**config.mk**
```make
export PLATFORM = sky130hd
export DESIGN_NAME = octopos_domain_reset_ctrl_flat
export DESIGN_NICKNAME = d
export VERILOG_FILES = /design/src/rtl/octopos_reset_pkg.sv /design/src/rtl/octopos_domain_reset_ctrl_if.sv /design/src/rtl/octopos_quiet_filter.sv /design/src/rtl/octopos_domain_reset_ctrl.sv /design/src/flat_wrapper.sv
export SDC_FILE = /design/constraint.sdc
export NUM_CORES = 1
export LEC_CHECK = 0
export CORE_ASPECT_RATIO = 1.5
export CORE_MARGIN = 4
export CORE_UTILIZATION = 45
export CTS_CLUSTER_DIAMETER = 60
export DETAILED_ROUTE_END_ITERATION = 6
export GPL_TIMING_DRIVEN = 0
export PLACE_DENSITY = 0.73
export SYNTH_ARGS = -nofsm -noshare
export SYNTH_HDL_FRONTEND = slang
export SYNTH_SLANG_ARGS = --single-unit
```
**constraint.sdc**
```tcl
create_clock -name clk -period 2.2 [get_ports clk]
set_clock_uncertainty 0.15 [all_clocks]
set_input_delay 0.44 -clock clk [delete_from_list [all_inputs] [get_ports clk]]
set_output_delay 0.44 -clock clk [all_outputs]
set_load 0.05 [all_outputs]
```
**src/rtl/octopos_reset_pkg.sv**
```systemverilog
// Shared types and constants for the per-domain reset controller.
// Optional feature macro: OCTOPOS_RESET_FORCE_EN (consumed by the top).
package octopos_reset_pkg;

    typedef enum logic [1:0] {
        S_IDLE   = 2'd0,
        S_WAIT   = 2'd1,
        S_ASSERT = 2'd2,
        S_DONE   = 2'd3
    } state_e;

    localparam logic [1:0] ST_OK      = 2'b00;
    localparam logic [1:0] ST_TIMEOUT = 2'b01;
    localparam logic [1:0] ST_BADIDX  = 2'b10;
    localparam logic [1:0] ST_FORCED  = 2'b11;

    // Width of a domain index; a single domain still needs one bit.
    function automatic int idx_width(input int n);
        return (n > 1) ? $clog2(n) : 1;
    endfunction

endpackage

```
**src/rtl/octopos_domain_reset_ctrl_if.sv**
```systemverilog
// Request/completion handshake between the register front-end (master)
// and the domain reset controller (slave).
interface octopos_domain_reset_ctrl_if
    import octopos_reset_pkg::*;
#(
    parameter int NUM_DOM = 8
) ();
    localparam int DOM_W = idx_width(NUM_DOM);

    logic             req_valid;
    logic             req_ready;
    logic [DOM_W-1:0] req_dom;
    logic             done_valid;
    logic [1:0]       done_status;

    modport master (
        output req_valid,
        output req_dom,
        input  req_ready,
        input  done_valid,
        input  done_status
    );

    modport slave (
        input  req_valid,
        input  req_dom,
        output req_ready,
        output done_valid,
        output done_status
    );

endinterface

```
**src/rtl/octopos_quiet_filter.sv**
```systemverilog
// Debouncer: stable is high once QUIET_CYCLES consecutive quiet samples
// (including the current one) have been seen since the last clear.
module octopos_quiet_filter #(
    parameter int QUIET_CYCLES = 2
) (
    input  logic clk,
    input  logic resetn,
    input  logic clear,
    input  logic quiet,
    output logic stable
);
    localparam int              QW     = $clog2(QUIET_CYCLES + 1);
    localparam logic [QW-1:0]   Q_LAST = QW'(QUIET_CYCLES - 1);

    logic [QW-1:0] quiet_cnt_r;

    // Run-length of quiet samples, saturating at the terminal value.
    always_ff @(posedge clk) begin
        if (!resetn) begin
            quiet_cnt_r <= '0;
        end else if (clear || !quiet) begin
            quiet_cnt_r <= '0;
        end else if (quiet_cnt_r != Q_LAST) begin
            quiet_cnt_r <= quiet_cnt_r + QW'(1);
        end else begin
            quiet_cnt_r <= quiet_cnt_r;
        end
    end

    assign stable = quiet && (quiet_cnt_r == Q_LAST);

endmodule

```
**src/rtl/octopos_domain_reset_ctrl.sv**
```systemverilog
// Issues a software-requested reset pulse to one of NUM_DOM domains once
// mailboxes and the target are quiescent. Define OCTOPOS_RESET_FORCE_EN to
// force the pulse on a quiescence timeout instead of reporting it.
module octopos_domain_reset_ctrl
    import octopos_reset_pkg::*;
#(
    parameter int NUM_MBOX     = 4,
    parameter int NUM_DOM      = 8,
    parameter int RST_CYCLES   = 16,
    parameter int QUIET_CYCLES = 2,
    parameter int TIMEOUT      = 1024
) (
    input  logic                  clk,
    input  logic                  resetn,
    octopos_domain_reset_ctrl_if.slave req_if,
    input  logic [NUM_MBOX-1:0]   mbox_busy_n,
    input  logic [NUM_DOM-1:0]    dom_busy,
    output logic [NUM_DOM-1:0]    dom_reset_n,
    output logic                  ctrl_busy
);
    localparam int DOM_W    = idx_width(NUM_DOM);
    localparam int DOM_SPAN = 1 << DOM_W;
    localparam int TO_W     = $clog2(TIMEOUT + 1);
    localparam int RC_W     = $clog2(RST_CYCLES + 1);
    localparam logic [TO_W-1:0] TO_LAST = TO_W'(TIMEOUT - 1);
    localparam logic [RC_W-1:0] RC_LAST = RC_W'(RST_CYCLES - 1);

    state_e            state_r;
    logic [DOM_W-1:0]  tgt_r;
    logic [TO_W-1:0]   to_cnt_r;
    logic [RC_W-1:0]   rst_cnt_r;
    logic              force_r;
    logic              req_ready_r;
    logic              ctrl_busy_r;
    logic              done_valid_r;
    logic [1:0]        done_status_r;

    logic              all_idle_s;
    logic              quiet_s;
    logic              stable_s;
    logic              clear_s;
    logic              bad_idx_s;
    logic              gate_s;
    logic [DOM_SPAN-1:0] busy_pad_s;

    assign all_idle_s = &mbox_busy_n;
    assign clear_s    = (state_r != S_WAIT);

    // Pad busy vector to the full index range so tgt_r never indexes past it.
    always_comb begin
        busy_pad_s               = '0;
        busy_pad_s[NUM_DOM-1:0]  = dom_busy;
    end

    assign quiet_s = all_idle_s && !busy_pad_s[tgt_r];

    // Out-of-range indices only exist when NUM_DOM is not a power of two.
    generate
        if (DOM_SPAN > NUM_DOM) begin : g_badidx
            assign bad_idx_s = (int'(req_if.req_dom) >= NUM_DOM);
        end else begin : g_nobadidx
            assign bad_idx_s = 1'b0;
        end
    endgenerate

    octopos_quiet_filter #(
        .QUIET_CYCLES (QUIET_CYCLES)
    ) u_quiet_filter (
        .clk    (clk),
        .resetn (resetn),
        .clear  (clear_s),
        .quiet  (quiet_s),
        .stable (stable_s)
    );

    // A forced pulse ignores the mailbox gate; otherwise a busy mailbox pauses it.
    assign gate_s = (state_r == S_ASSERT) && (force_r || all_idle_s);

    // Per-domain reset outputs: only the latched target can be pulled low.
    always_comb begin
        dom_reset_n = '1;
        for (int i = 0; i < NUM_DOM; i++) begin
            dom_reset_n[i] = !(gate_s && (int'(tgt_r) == i));
        end
    end

    // Control FSM with counters and registered handshake outputs.
    always_ff @(posedge clk) begin
        if (!resetn) begin
            state_r       <= S_IDLE;
            tgt_r         <= '0;
            to_cnt_r      <= '0;
            rst_cnt_r     <= '0;
            force_r       <= 1'b0;
            req_ready_r   <= 1'b1;
            ctrl_busy_r   <= 1'b0;
            done_valid_r  <= 1'b0;
            done_status_r <= ST_OK;
        end else begin
            done_valid_r <= 1'b0;
            case (state_r)
                S_IDLE: begin
                    if (req_if.req_valid) begin
                        tgt_r       <= req_if.req_dom;
                        to_cnt_r    <= '0;
                        rst_cnt_r   <= '0;
                        force_r     <= 1'b0;
                        req_ready_r <= 1'b0;
                        ctrl_busy_r <= 1'b1;
                        if (bad_idx_s) begin
                            state_r       <= S_DONE;
                            done_valid_r  <= 1'b1;
                            done_status_r <= ST_BADIDX;
                        end else begin
                            state_r <= S_WAIT;
                        end
                    end
                end
                S_WAIT: begin
                    if (to_cnt_r != TO_LAST) begin
                        to_cnt_r <= to_cnt_r + TO_W'(1);
                    end
                    if (stable_s) begin
                        state_r   <= S_ASSERT;
                        rst_cnt_r <= '0;
                    end else if (to_cnt_r == TO_LAST) begin
`ifdef OCTOPOS_RESET_FORCE_EN
                        state_r   <= S_ASSERT;
                        rst_cnt_r <= '0;
                        force_r   <= 1'b1;
`else
                        state_r       <= S_DONE;
                        done_valid_r  <= 1'b1;
                        done_status_r <= ST_TIMEOUT;
`endif
                    end
                end
                S_ASSERT: begin
                    if (gate_s) begin
                        if (rst_cnt_r == RC_LAST) begin
                            state_r       <= S_DONE;
                            done_valid_r  <= 1'b1;
                            done_status_r <= force_r ? ST_FORCED : ST_OK;
                        end else begin
                            rst_cnt_r <= rst_cnt_r + RC_W'(1);
                        end
                    end
                end
                S_DONE: begin
                    state_r     <= S_IDLE;
                    force_r     <= 1'b0;
                    req_ready_r <= 1'b1;
                    ctrl_busy_r <= 1'b0;
                end
                default: begin
                    state_r     <= S_IDLE;
                    force_r     <= 1'b0;
                    req_ready_r <= 1'b1;
                    ctrl_busy_r <= 1'b0;
                end
            endcase
        end
    end

    assign req_if.req_ready   = req_ready_r;
    assign req_if.done_valid  = done_valid_r;
    assign req_if.done_status = done_status_r;
    assign ctrl_busy          = ctrl_busy_r;

endmodule
```
**src/flat_wrapper.sv**
```systemverilog
// flat-port wrapper written by rule: the top's interface ports become plain ports
module octopos_domain_reset_ctrl_flat import octopos_reset_pkg::*;
#(
    parameter int NUM_MBOX     = 4,
    parameter int NUM_DOM      = 8,
    parameter int RST_CYCLES   = 16,
    parameter int QUIET_CYCLES = 2,
    parameter int TIMEOUT      = 1024
)
  (clk, resetn, mbox_busy_n, dom_busy, dom_reset_n, ctrl_busy, req_if_req_valid, req_if_req_dom, req_if_req_ready, req_if_done_valid, req_if_done_status);
  octopos_domain_reset_ctrl_if #(.NUM_DOM(NUM_DOM)) req_if_i ();
  input  logic clk;
  input  logic resetn;
  input  logic [NUM_MBOX-1:0] mbox_busy_n;
  input  logic [NUM_DOM-1:0] dom_busy;
  output logic [NUM_DOM-1:0] dom_reset_n;
  output logic ctrl_busy;
  input wire logic [$bits(req_if_i.req_valid)-1:0] req_if_req_valid;
  input wire logic [$bits(req_if_i.req_dom)-1:0] req_if_req_dom;
  output wire logic [$bits(req_if_i.req_ready)-1:0] req_if_req_ready;
  output wire logic [$bits(req_if_i.done_valid)-1:0] req_if_done_valid;
  output wire logic [$bits(req_if_i.done_status)-1:0] req_if_done_status;
  assign req_if_i.req_valid = req_if_req_valid;
  assign req_if_i.req_dom = req_if_req_dom;
  assign req_if_req_ready = req_if_i.req_ready;
  assign req_if_done_valid = req_if_i.done_valid;
  assign req_if_done_status = req_if_i.done_status;
  octopos_domain_reset_ctrl #(.NUM_MBOX(NUM_MBOX), .NUM_DOM(NUM_DOM), .RST_CYCLES(RST_CYCLES), .QUIET_CYCLES(QUIET_CYCLES), .TIMEOUT(TIMEOUT)) u_core (.clk(clk), .resetn(resetn), .req_if(req_if_i), .mbox_busy_n(mbox_busy_n), .dom_busy(dom_busy), .dom_reset_n(dom_reset_n), .ctrl_busy(ctrl_busy));
endmodule
```
# Word level (Yosys, flattened, before mapping)
# Cells that the tools add are included.
[word_totals]
regBits = 29
latch_bits = 0
mem_bits_rw = 0
rom_bits = 0
output_inout_bits = 13
word_cells = 109
n_memories = 0
[op_classes]
addsub = 3
n_mul = 0
n_div = 0
order_cmp = 1
n_eq_ne = 25
shift = 0
muxes = 32
n_bitwise = 1
reduce_logical = 37
[ops]
columns = ["cell", "n"]
rows = [
  ["two-way mux 11 bit", 2],
  ["case mux 11 bit (2 select lines)", 1],
  ["two-way mux 2 bit", 10],
  ["two-way mux 5 bit", 4],
  ["case mux 5 bit (3 select lines)", 1],
  ["== test 3 bit, second input constant", 4],
  ["!= test 2 x 1 -> 1 bit, second input constant", 6],
  ["adder 11 x 1 -> 11 bit, second input constant", 1],
  ["== test 11 x 10 -> 1 bit, second input constant", 1],
  ["logical AND 1 bit", 11],
  ["!= test 11 x 10 -> 1 bit, second input constant", 1],
  ["logical NOT 1 bit", 10],
  ["AND reduction 5 bit", 2],
  ["!= test 2 bit, second input constant", 4],
  ["case mux 1 bit (2 select lines)", 4],
  ["case mux 2 bit (4 select lines)", 1],
  ["AND reduction 4 bit", 2],
  ["two-way mux 1 bit", 7],
  ["== test 3 x 2 -> 1 bit, second input constant", 2],
  ["nonzero test 2 bit", 3],
  ["adder 5 x 1 -> 5 bit, second input constant", 1],
  ["== test 5 x 4 -> 1 bit, second input constant", 1],
  ["== test 2 x 1 -> 1 bit, second input constant", 2],
  ["== test 2 bit, second input constant", 2],
  ["14 further kinds", 16],
]

# Longest topological paths before layout
[depth]
word_depth = 7
mapped_depth = 9
mapped_depth_nobuf = 7

# Cells and area by module
# From an unflattened synthesis, not the netlist that was laid out.
[hier_totals]
hier_cells = 208
area_unflattened_um2 = 1674.1
[by_module_without_submodules]
columns = ["module", "instances", "cells_per_inst", "area_each_um2"]
rows = [
  ["octopos_domain_reset_ctrl", 1, 198, 1560.2],
  ["octopos_quiet_filter", 1, 10, 113.9],
]

# Worst setup path before layout
# No wires, ideal clock.
[synth_path]
path_type = "flip-flop to output port"
from = "reg u_core.state_r[0]"
to = "out dom_reset_n[3]"
arrival_time_ns = 1.525
required_ns = 1.610
slack_ns = 0.085
path_stages_with_launch = 6
path_cell_list = "dfxtp_1 > inv_1 > ha_1 > inv_1 > nor3_1 > nand3_1"
[synth_between]
elab_chain_len = 4
[synth_lines]
columns = ["item", "line_no", "rtl"]
rows = [
  ["start, declared", "octopos_domain_reset_ctrl.sv:28", "state_e state_r;"],
  ["start signal, assigned", "octopos_domain_reset_ctrl.sv:90", "state_r <= S_IDLE;"],
  ["start signal, assigned", "octopos_domain_reset_ctrl.sv:111", "state_r <= S_DONE;"],
  ["start signal, assigned", "octopos_domain_reset_ctrl.sv:115", "state_r <= S_WAIT;"],
  ["== test 2 bit", "octopos_domain_reset_ctrl.sv:77", "assign gate_s = (state_r == S_ASSERT) && (force_r || all_idle_s);"],
  ["logical AND 1 bit", "octopos_domain_reset_ctrl.sv:77", ""],
  ["logical AND 1 bit", "octopos_domain_reset_ctrl.sv:83", "dom_reset_n[i] = !(gate_s && (int'(tgt_r) == i));"],
  ["logical NOT 1 bit", "octopos_domain_reset_ctrl.sv:83", ""],
  ["end, declared", "flat_wrapper.sv:16", "output logic [NUM_DOM-1:0] dom_reset_n;"],
]
# No other way between the ends.

# Final worst setup path
[layout_path]
from = "in dom_busy[5]"
to = "reg u_core.rst_cnt_r[2]"
[layout_between]
elab_chain_len = 7
[layout_lines]
columns = ["item", "line_no", "rtl"]
rows = [
  ["start, declared", "flat_wrapper.sv:15", "input logic [NUM_DOM-1:0] dom_busy;"],
  ["binary-select mux 1 bit (select 3 bit)", "octopos_domain_reset_ctrl.sv:55", "assign quiet_s = all_idle_s && !busy_pad_s[tgt_r];"],
  ["two-way mux 1 bit (implied by the code)", "octopos_domain_reset_ctrl.sv:55", ""],
  ["logical NOT 1 bit", "octopos_domain_reset_ctrl.sv:55", ""],
  ["logical AND 1 bit", "octopos_domain_reset_ctrl.sv:55", ""],
  ["logical AND 1 bit", "octopos_quiet_filter.sv:30", "assign stable = quiet && (quiet_cnt_r == Q_LAST);"],
  ["!= test 2 x 1 -> 1 bit (no line)", "-", ""],
  ["AND reduction 5 bit (no line)", "-", ""],
  ["end signal, assigned", "octopos_domain_reset_ctrl.sv:145", "rst_cnt_r <= rst_cnt_r + RC_W'(1);"],
  ["end, declared", "octopos_domain_reset_ctrl.sv:31", "logic [RC_W-1:0] rst_cnt_r;"],
]
# No other way between the ends. The select of a mux whose other input is x is not followed.
# A chain may end at the register's enable or synchronous reset.

==> flow_summary.toml <==
[logic_synthesis]
synth_top_area_share = 0.334
ys_seq_area_frac = 0.334
synthFlopType = "dfxtp_1"
syn_avg_cell_area_um2 = 8.02
ys_ff_latch = 27
synth_edf_count = 0
netlist_instances = 202
syn_area_um2 = 1620
yosys_warnings = 0
syn_nets = 228
synth.largest_area_cell = "dfxtp_1"
ys_types = 45
async_flop_share = 0
netlist_top_cells_area = "dfxtp_1 (33%), nand2_1 (6.5%), ha_1 (6.2%), nor2_1 (4.9%), xor2_1 (4.9%)"

[hold_path]
min_to = "u_core.to_cnt_r[10]"
holdCritPathClass = "flop to flop"
min-delay-start = "u_core.to_cnt_r[10]"
whs_path_depth = 2

[clocking]
clkLatencyLatePin_ns = 0.27
cts_made_buffers = 3
cts_tree = "done"
cts_hold_buf = 0
clock_sink_count = 27
clk_path_buf_depth = 2
clk_pin_slew_ns = 0.09
clock_tree.root_cell = "clkbuf_8"
cts.htree.levels = 1

[setup_path]
worstReg2RegEnd = "u_core.rst_cnt_r[4]"
crit_path_end_kind = "flop"
path_delay_family = "compound AO/OA/AOI/OAI gates"
slowest_delay_ns = 0.40
critical_path.slowest_cell = "a221oi_1"
startpoint_type = "primary input"
cp_cell_sequence = "clkdlybuf4s50_1 > mux2_4 > o22ai_4 > o21ai_0 > a221oi_1 > o32ai_1"
crit_required_ns = 2.20
crit_fanout = 5
path_class = "primary input to flop"
critical_path_arrival_ns = 2.12
r2r_slack_ns = 0.09
critPathBufInv = 1
rr_worst_depth = 9
regToRegStartpoint = "u_core.state_r[1]"

[cells_and_area]
fillCellCount = 310
antennaDiodeCount = 0
stdcell_count = 280
areaGrowthSynthToFinish_pct = 31.2
drive_above_1_share = 0.168
nets = 265

[timing]
grt_setup_unrepaired = "false"
finalHoldViolCount = 0
finalWorstSetupSlack_ns = 0.0851
slew_headroom = 0.603
setup_violations = 0
final_period_minus_worst_setup_slack_ns = 2.11
max_freq_ghz = 0.473
fin_crit_sh = 0.961
tightest_slew_ns = 0.591
maxSlewViolCount = 0

[global_route]
grt_pass1_wl_mm = 6.50
grt_max_degree = 15
grt_usage = 0.175
overflow = 0
first_global_vias = 1464
antenna_found_initial = 0

[die]
rows = 26
coreArea_um2 = 3450
die_w_um = 57.0
start_util = 0.470
dieArea_um2 = 4640
die_h_um = 81.5
ios = 31

[drt]
drt-initial-drc-count = 29
dr_wl_met3_um = 155
top_layer_used = "met4"
ant_nets = 0
wire_per_inst_um = 13.7
firstDrtPassIters = 4
wl_met2_mm = 2.09
routedLengthMet1_mm = 1.52
drc_errors = 0
routed-via-count = 1551
viasPerCell = 5.54
drt-total-wl_mm = 3.83

[run_status]
status = "complete, no violations"

[power_and_ir_drop]
p_leak_nw = 0.815
p_clk_frac = 0.173
p_int_mw = 0.976
switchingPower_mw = 0.638
powerDensity_nw_per_um2 = 759
swShare = 0.395
power_frac_comb = 0.467
seq_power_share = 0.360
peakVddDrop_mv = 0.572

[place]
dp_hpwl_mm = 2.89
portBuffers = 29
dp_slack_ns = -0.708
dpl.cell_count = 273
place_congestion = 0.858

[run]
maxCapViolCount = 0
## layout make-up
| cell class | instances | area [um2] | area share |
|---|---|---|---|
| multi-input combinational | 158 | 1070 | 0.503 |
| tap | 42 | 52.6 | 0.0247 |
| sequential | 27 | 546 | 0.257 |
| buffer | 9 | 62.6 | 0.0294 |
| timing repair buffer | 32 | 318 | 0.149 |
| inverter | 8 | 33.8 | 0.0159 |
| clock buffer | 4 | 45.0 | 0.0212 |
## cells in the final DEF, fill, tap and decap left out, types with 4 or more instances in the layout
cell type        count
buf_6                7
a21oi_1             15
dlymetal6s2s_1       4
ha_1                 7
inv_1                6
nor2_1              18
buf_4                8
nand2_1             28
nor2b_1              4
clkdlybuf4s50_1     17
and3_1               4
nand4_1              4
nand3_1             14
o21ai_0              7
dfxtp_1             25
clkbuf_1             4
xor2_1               9
## worst register-to-register path, cell delays in order (launching register included)
cell and delay [ns]:
dfxtp_4 0.39, inv_1 0.07, ha_1 0.19, buf_6 0.14
nor2b_4 0.12, buf_6 0.15, nor2_4 0.15, o221ai_4 0.14
or4_1 0.41, a21oi_1 0.15
## power groups by stage
stage | sequential (mW) | clock [mW] | combinational (mW)
final | 0.580 | 0.279 | 0.754
after global routing | 0.586 | 0.306 | 0.842
after CTS | 0.575 | 0.290 | 0.730
after detailed placement | 0.579 | 0 | 0.667
after global placement | 0.577 | 0 | 0.658
after floorplan | 0.607 | 0 | 0.467
## kinds of logic (layout without fill, tap and decap cells)
group | after synthesis | in the layout | share of synthesized area
other | 1 | 1 | 0.00231
AOI/OAI and AO/OA | 36 | 36 | 0.144
adders and majority gates | 8 | 8 | 0.0618
xor gates and xnor gates | 9 | 9 | 0.0487
DFF | 27 | 27 | 0.334
and+or+nand+nor | 99 | 99 | 0.318
muxes | 5 | 5 | 0.0347
buffers and inverters | 17 | 53 | 0.0564
## worst max-delay path by stage
stage | from | to | cells past startpoint
after floorplan | u_core.state_r[0] | dom_reset_n[3] | 5
after global placement | mbox_busy_n[2] | dom_reset_n[3] | 5
after detailed placement | mbox_busy_n[0] | dom_reset_n[3] | 5
after CTS | mbox_busy_n[3] | dom_reset_n[3] | 5
after global routing | u_core.state_r[1] | u_core.rst_cnt_r[4] | 9
final | dom_busy[5] | u_core.rst_cnt_r[2] | 6
## synth_stat cells, drive strengths merged (3+ instances only)
cell type,number
a21oi,15
o22ai,3
and2,3
buf,5
nor2b,5
clkbuf,4
nor2,21
nand2,28
mux2i,3
o21ai,8
dfxtp,27
nand3,15
nor4,3
nand4,4
inv,8
xor2,9
and3,5
or3,3
and4,3
ha,8
## stage by stage
stage | instance area, um2 | utilization | TNS [ns] | hold slack, ns | power [mW]
floorplan | 1620 | - | 0 | 0.281 | 1.07
global placement | 1960 | 0.569 | -6.91 | 0.298 | 1.24
detailed placement | 1960 | 0.569 | -7.14 | 0.303 | 1.25
CTS | 2060 | 0.599 | -0.0156 | 0.322 | 1.59
global route | 2130 | 0.616 | 0 | 0.353 | 1.73
finish | 2130 | 0.616 | 0 | 0.323 | 1.61
## layer usage
layer / vias up / track usage
met5: - / 0
met4: 0 / 0.0742
met3: 5 / 0.0283
met2: 31 / 0.334
met1: 723 / 0.186
li1: 792 / -
## state kept, by name, summed over array words and instances, names as in the netlist
signal and count:
u_core.u_quiet_filter.quiet_cnt_r 2, u_core.tgt_r 3, u_core.req_if.done_valid 1, u_core.rst_cnt_r 5
u_core.to_cnt_r 11, u_core.req_if.done_status 1, u_core.state_r 2, u_core.req_if.req_ready 1
u_core.ctrl_busy 1
## repair_timing
item                       4_1_cts  5_1_grt
setup endpoints to repair       16       16
gates cloned                     0        0
setup buffers                    3        0
gates resized for setup         58       23
pin swaps                        2        3
Note: power is estimated with default switching activity, not from simulation.
